--- config.mk ---
export PLATFORM = sky130hd
export DESIGN_NAME = bnn_weight_streamer
export DESIGN_NICKNAME = d
export VERILOG_FILES = /design/src/rtl/bnn_weight_streamer.sv
export SDC_FILE = /design/constraint.sdc
export NUM_CORES = 1
export LEC_CHECK = 0
export ABC_CLOCK_PERIOD_IN_PS = 4890
export CORE_MARGIN = 4
export CORE_UTILIZATION = 50
export CTS_CLUSTER_SIZE = 28
export DETAILED_ROUTE_END_ITERATION = 16
export GPL_TIMING_DRIVEN = 0
export HOLD_SLACK_MARGIN = 0.06
export PLACE_DENSITY = 0.76
export SYNTH_ARGS = -nofsm -noshare
export SYNTH_HDL_FRONTEND = slang
export SYNTH_SLANG_ARGS = --single-unit
--- constraint.sdc ---
create_clock -name clk -period 4.89 [get_ports clk]
set_input_delay 1.2225 -clock clk [delete_from_list [all_inputs] [get_ports clk]]
set_output_delay 1.2225 -clock clk [all_outputs]
set_load 0.01 [all_outputs]
--- src/rtl/bnn_weight_streamer.sv ---
// Host-side weight streamer: replays a local bank of weight words as a load_en burst
// to the BNN core and mirrors the core's wrapping load pointer.
module bnn_weight_streamer #(
  parameter int unsigned NUM_NEURONS = 4,
  parameter int unsigned NUM_WEIGHTS = 6,
  parameter int unsigned GAP         = 0
) (
  input  logic                           clk,
  input  logic                           reset,
  input  logic                           wr_en,
  input  logic [$clog2(NUM_NEURONS)-1:0] wr_addr,
  input  logic [NUM_WEIGHTS-1:0]         wr_data,
  input  logic                           start,
  input  logic                           abort,
  output logic                           load_en,
  output logic [NUM_WEIGHTS-1:0]         weight_out,
  output logic                           busy,
  output logic                           done,
  output logic [$clog2(NUM_NEURONS)-1:0] ptr,
  output logic                           wr_err
);

  localparam int unsigned IDX_W = $clog2(NUM_NEURONS);
  localparam int unsigned GAP_W = 4;
  localparam logic [IDX_W-1:0] IDX_LAST = IDX_W'(NUM_NEURONS - 1);
  localparam logic [GAP_W-1:0] GAP_LAST = (GAP > 0) ? GAP_W'(GAP - 1) : '0;

  typedef enum logic [1:0] {
    ST_IDLE,
    ST_SEND,
    ST_GAP,
    ST_DONE
  } state_t;

  state_t                 state;
  logic [IDX_W-1:0]       idx;
  logic [GAP_W-1:0]       gap_cnt;
  logic [NUM_WEIGHTS-1:0] bank [NUM_NEURONS];

  // Power-on weights of the core, repeated every four neurons.
  function automatic logic [NUM_WEIGHTS-1:0] default_word(input int unsigned i);
    logic [NUM_WEIGHTS-1:0] w;
    case (i % 4)
      0:       w = NUM_WEIGHTS'(6'b111000);
      1:       w = NUM_WEIGHTS'(6'b000111);
      2:       w = NUM_WEIGHTS'(6'b001100);
      default: w = NUM_WEIGHTS'(6'b110011);
    endcase
    return w;
  endfunction

  // Outputs lag the state by one edge: each state's action is registered as it is left.
  always_ff @(posedge clk) begin
    if (reset) begin
      state      <= ST_IDLE;
      idx        <= '0;
      gap_cnt    <= '0;
      load_en    <= 1'b0;
      weight_out <= '0;
      busy       <= 1'b0;
      done       <= 1'b0;
      ptr        <= '0;
      wr_err     <= 1'b0;
      for (int i = 0; i < NUM_NEURONS; i++) begin
        bank[i] <= default_word(i);
      end
    end else begin
      load_en    <= 1'b0;
      weight_out <= '0;
      busy       <= 1'b0;
      done       <= 1'b0;

      // Bank writes only land while no burst is reading the bank.
      if (wr_en) begin
        if (state == ST_IDLE || state == ST_DONE) begin
          bank[wr_addr] <= wr_data;
        end else begin
          wr_err <= 1'b1;
        end
      end

      case (state)
        ST_IDLE: begin
          if (start) begin
            idx    <= '0;
            wr_err <= 1'b0;
            state  <= ST_SEND;
          end
        end
        ST_SEND: begin
          if (abort) begin
            state <= ST_IDLE;
          end else begin
            load_en    <= 1'b1;
            weight_out <= bank[idx];
            ptr        <= ptr + IDX_W'(1);
            busy       <= 1'b1;
            if (idx == IDX_LAST) begin
              state <= ST_DONE;
            end else begin
              idx <= idx + IDX_W'(1);
              if (GAP > 0) begin
                gap_cnt <= '0;
                state   <= ST_GAP;
              end
            end
          end
        end
        ST_GAP: begin
          if (abort) begin
            state <= ST_IDLE;
          end else begin
            busy <= 1'b1;
            if (gap_cnt == GAP_LAST) begin
              state <= ST_SEND;
            end else begin
              gap_cnt <= gap_cnt + GAP_W'(1);
            end
          end
        end
        ST_DONE: begin
          done  <= 1'b1;
          busy  <= 1'b1;
          state <= ST_IDLE;
        end
        default: state <= ST_IDLE;
      endcase
    end
  end

endmodule
==> impl_metrics.toml <==
[run_status]
outcome = "finished, final reports clean"

[place]
numPortBuffers = 24
dp.cells = 227
place_ws_ns = 1.72
gp_congestion = 0.747
dp_hpwl_um = 2710

[clock_network]
postCtsResizedCells = 0
cts_root_buffer = "clkbuf_8"
cts_tree = "built"
cts.sinks = 44
clk_latency_ns = 0.30
numCtsBuffers = 5
holdBufCountCts = 0
post-cts-setup-buffer-count = 0
cts_buffer_depth = 2
clk_pin_slew_worst_paths_ns = 0.08
htreeDepth = 2

[worst_setup_path]
path_class = "input port to register"
arrival_ns = 2.82
cp_top_family = "simple AND/OR/NAND/NOR gates"
reg2regPathDepth = 5
critical-path-slowest-cell = "clkdlybuf4s50_1"
cp_common_cell = "nor3b_4"
endpoint_kind = "register"
path_max_fanout = 9
reg2reg_slack_ns = 2.65
startpoint_type = "input port"
rr_startpoint = "state[0]"
cp.required_ns = 4.87
cp_num_buf_inv = 1
cp_cell_sequence = "clkdlybuf4s50_1, nor3b_4, nor3b_4, or2_1"
timing.rr.end = "bank[0][1]"
slowest_delay_ns = 0.51

[synth]
async_flop_share = 0
synth_warnings = 0
ys_seq_elements = 44
ys_seq_area_frac = 0.566
postSynthCellCount = 155
synth_area_um2 = 1980
synthFlopType = "edfxtp_1"
avgSynthCellArea_um2 = 12.8
synth.distinct_cells = 40
syn_nets = 175
synth-edff-count = 24

[die]
initial_utilization = 0.529
die_x_um = 71.0
die_area_um2 = 5040
die_y_um = 71.0
num_io_pins = 25
core-area_um2 = 3740
rows = 22

[timing]
relSlewSlack = 0.677
worst_hold_slack_ns = 0.519
worst_pin_slew_ns = 0.484
timing.final.ws_setup_ns = 2.05
rsz0062_at_grt = "false"
timing.final.crit_share = 0.581
report.final.slew_viol_count = 0
finalSetupTns_ns = 0
fmax_ghz = 0.352
final.min_clock_period_ns = 2.84
setup_violations = 0
finalHoldViolCount = 0
finClkSkew_ns = 0.00926

[routing]
dr.pass1.iters = 4
ant_nets = 0
drc = 0
drt_iter0_markers = 21
routed_wl_um = 3540
post_drt_wl_per_cell_um = 15.1
via_per_inst = 5.27
vias = 1239

[min_path]
holdPathStages = 2
min_path_type = "register to register"
hold_end = "ptr[1]"
hp-start = "ptr[1]"

[finish]
multi_input_area_um2 = 805
seq_area_um2 = 1120
final_cell_mix = "edfxtp_1, clkdlybuf4s50_1, dfxtp_1"
areaGrowthSynthToFinish_pct = 20.6
final_util = 0.638
antenna_cells = 0
drive_above_1_share = 0.144
instances_no_fill = 235
fill_cells = 301
nets = 206

[global_route]
gr-usage-all-layers = 0.161
grt_pass1_vias = 1304
grt_max_degree = 14
grt_pass1_wl_um = 6200
overflow = 0
antenna_found_initial = 0

[power]
switching_share = 0.234
leakagePower_nw = 0.843
pwr-share-seq = 0.514
power_frac_clock = 0.338
p_comb_frac = 0.148
netSwitchingPower_w = 0.000190
powerDensity_nw_per_um2 = 340
internal_power_w = 0.000622
peakVddDrop_uv = 252

[run]
drv_cap = 0
cells in the mapped netlist (2+ instances only):
master    instances  area share
a21oi_1           6       0.015
and2_1           12       0.038
and2b_2           2      0.0088
and3b_1           2      0.0088
buf_2             3      0.0076
dfxtp_1          20        0.20
edfxtp_1         24        0.36
ha_1              7       0.044
inv_1            10       0.019
mux4_2            6       0.068
nand2b_1         16       0.051
nand3_1           4       0.010
nor2_1            2      0.0038
nor2b_1           7       0.022
nor3b_4           2       0.019
o21ai_0           7       0.018
or2_2             2      0.0063
cells by family (layout without fill, tap and decap cells):
kind of cell	after synthesis	in the layout	synth area share
AO/OA/AOI/OAI	20	20	0.0631
buffers and inverters	14	46	0.0284
multiplexers	7	7	0.0732
XOR/XNOR	2	2	0.00884
flip-flops	44	44	0.566
adder cells (fa/ha/maj)	7	7	0.0442
AND/OR/NAND/NOR	61	61	0.217
worst max-delay path by stage:
| stage | end | depth (start not counted) | start | slack, ns |
|---|---|---|---|---|
| finish | bank[0][1] | 4 | wr_en | 2.05 |
| global placement | bank[0][0] | 4 | reset | 1.76 |
| floorplan | bank[0][0] | 3 | reset | 2.53 |
| global route | bank[0][1] | 4 | reset | 1.94 |
| CTS | bank[0][2] | 4 | reset | 2.04 |
| detailed placement | bank[0][0] | 4 | wr_en | 1.72 |
worst min-delay path: stages, from the launching register on:
cell and delay, ns:
dfxtp_1 0.35, xor2_1 0.07, nor2_1 0.07
flip-flops by register name (all words and copies together), names as in the netlist:
register	count
done	1
idx	2
load_en	1
weight_out	6
state	2
bank	24
gap_cnt	4
ptr	2
wr_err	1
busy	1
power by group through the flow:
stage / registers (W) / logic (W) / clock network [W]
2_1_floorplan: 0.000426 / 0.0000758 / 0
3_3_place_gp: 0.000424 / 0.000116 / 0
3_5_place_dp: 0.000426 / 0.000120 / 0
4_1_cts: 0.000418 / 0.000121 / 0.000278
5_1_grt: 0.000420 / 0.000133 / 0.000294
6_report: 0.000418 / 0.000120 / 0.000275
metal layers:
layer | share of wire | vias to the layer above | global-route usage
met5 | 0 | - | 0
met4 | 0.019 | 0 | 0.0626
met3 | 0.038 | 5 | 0.0455
met2 | 0.53 | 25 | 0.281
met1 | 0.42 | 598 | 0.186
li1 | - | 611 | -
stage by stage:
step / area (µm²) / power [W]
floorplan: 1980 / 0.000502
global placement: 2280 / 0.000540
detailed placement: 2280 / 0.000546
CTS: 2390 / 0.000816
global route: 2390 / 0.000846
finish: 2390 / 0.000813
final cells by class:
| class | instances | share of cell area |
|---|---|---|
| inverters | 10 | 0.0157 |
| well taps | 48 | 0.0251 |
| flip-flops and latches | 44 | 0.469 |
| repair buffers | 24 | 0.101 |
| clock buffers | 6 | 0.0304 |
| plain buffers | 4 | 0.00785 |
| clock inverters | 2 | 0.0147 |
| multi-input cells | 97 | 0.337 |
Power figures use the tool's default switching activity.
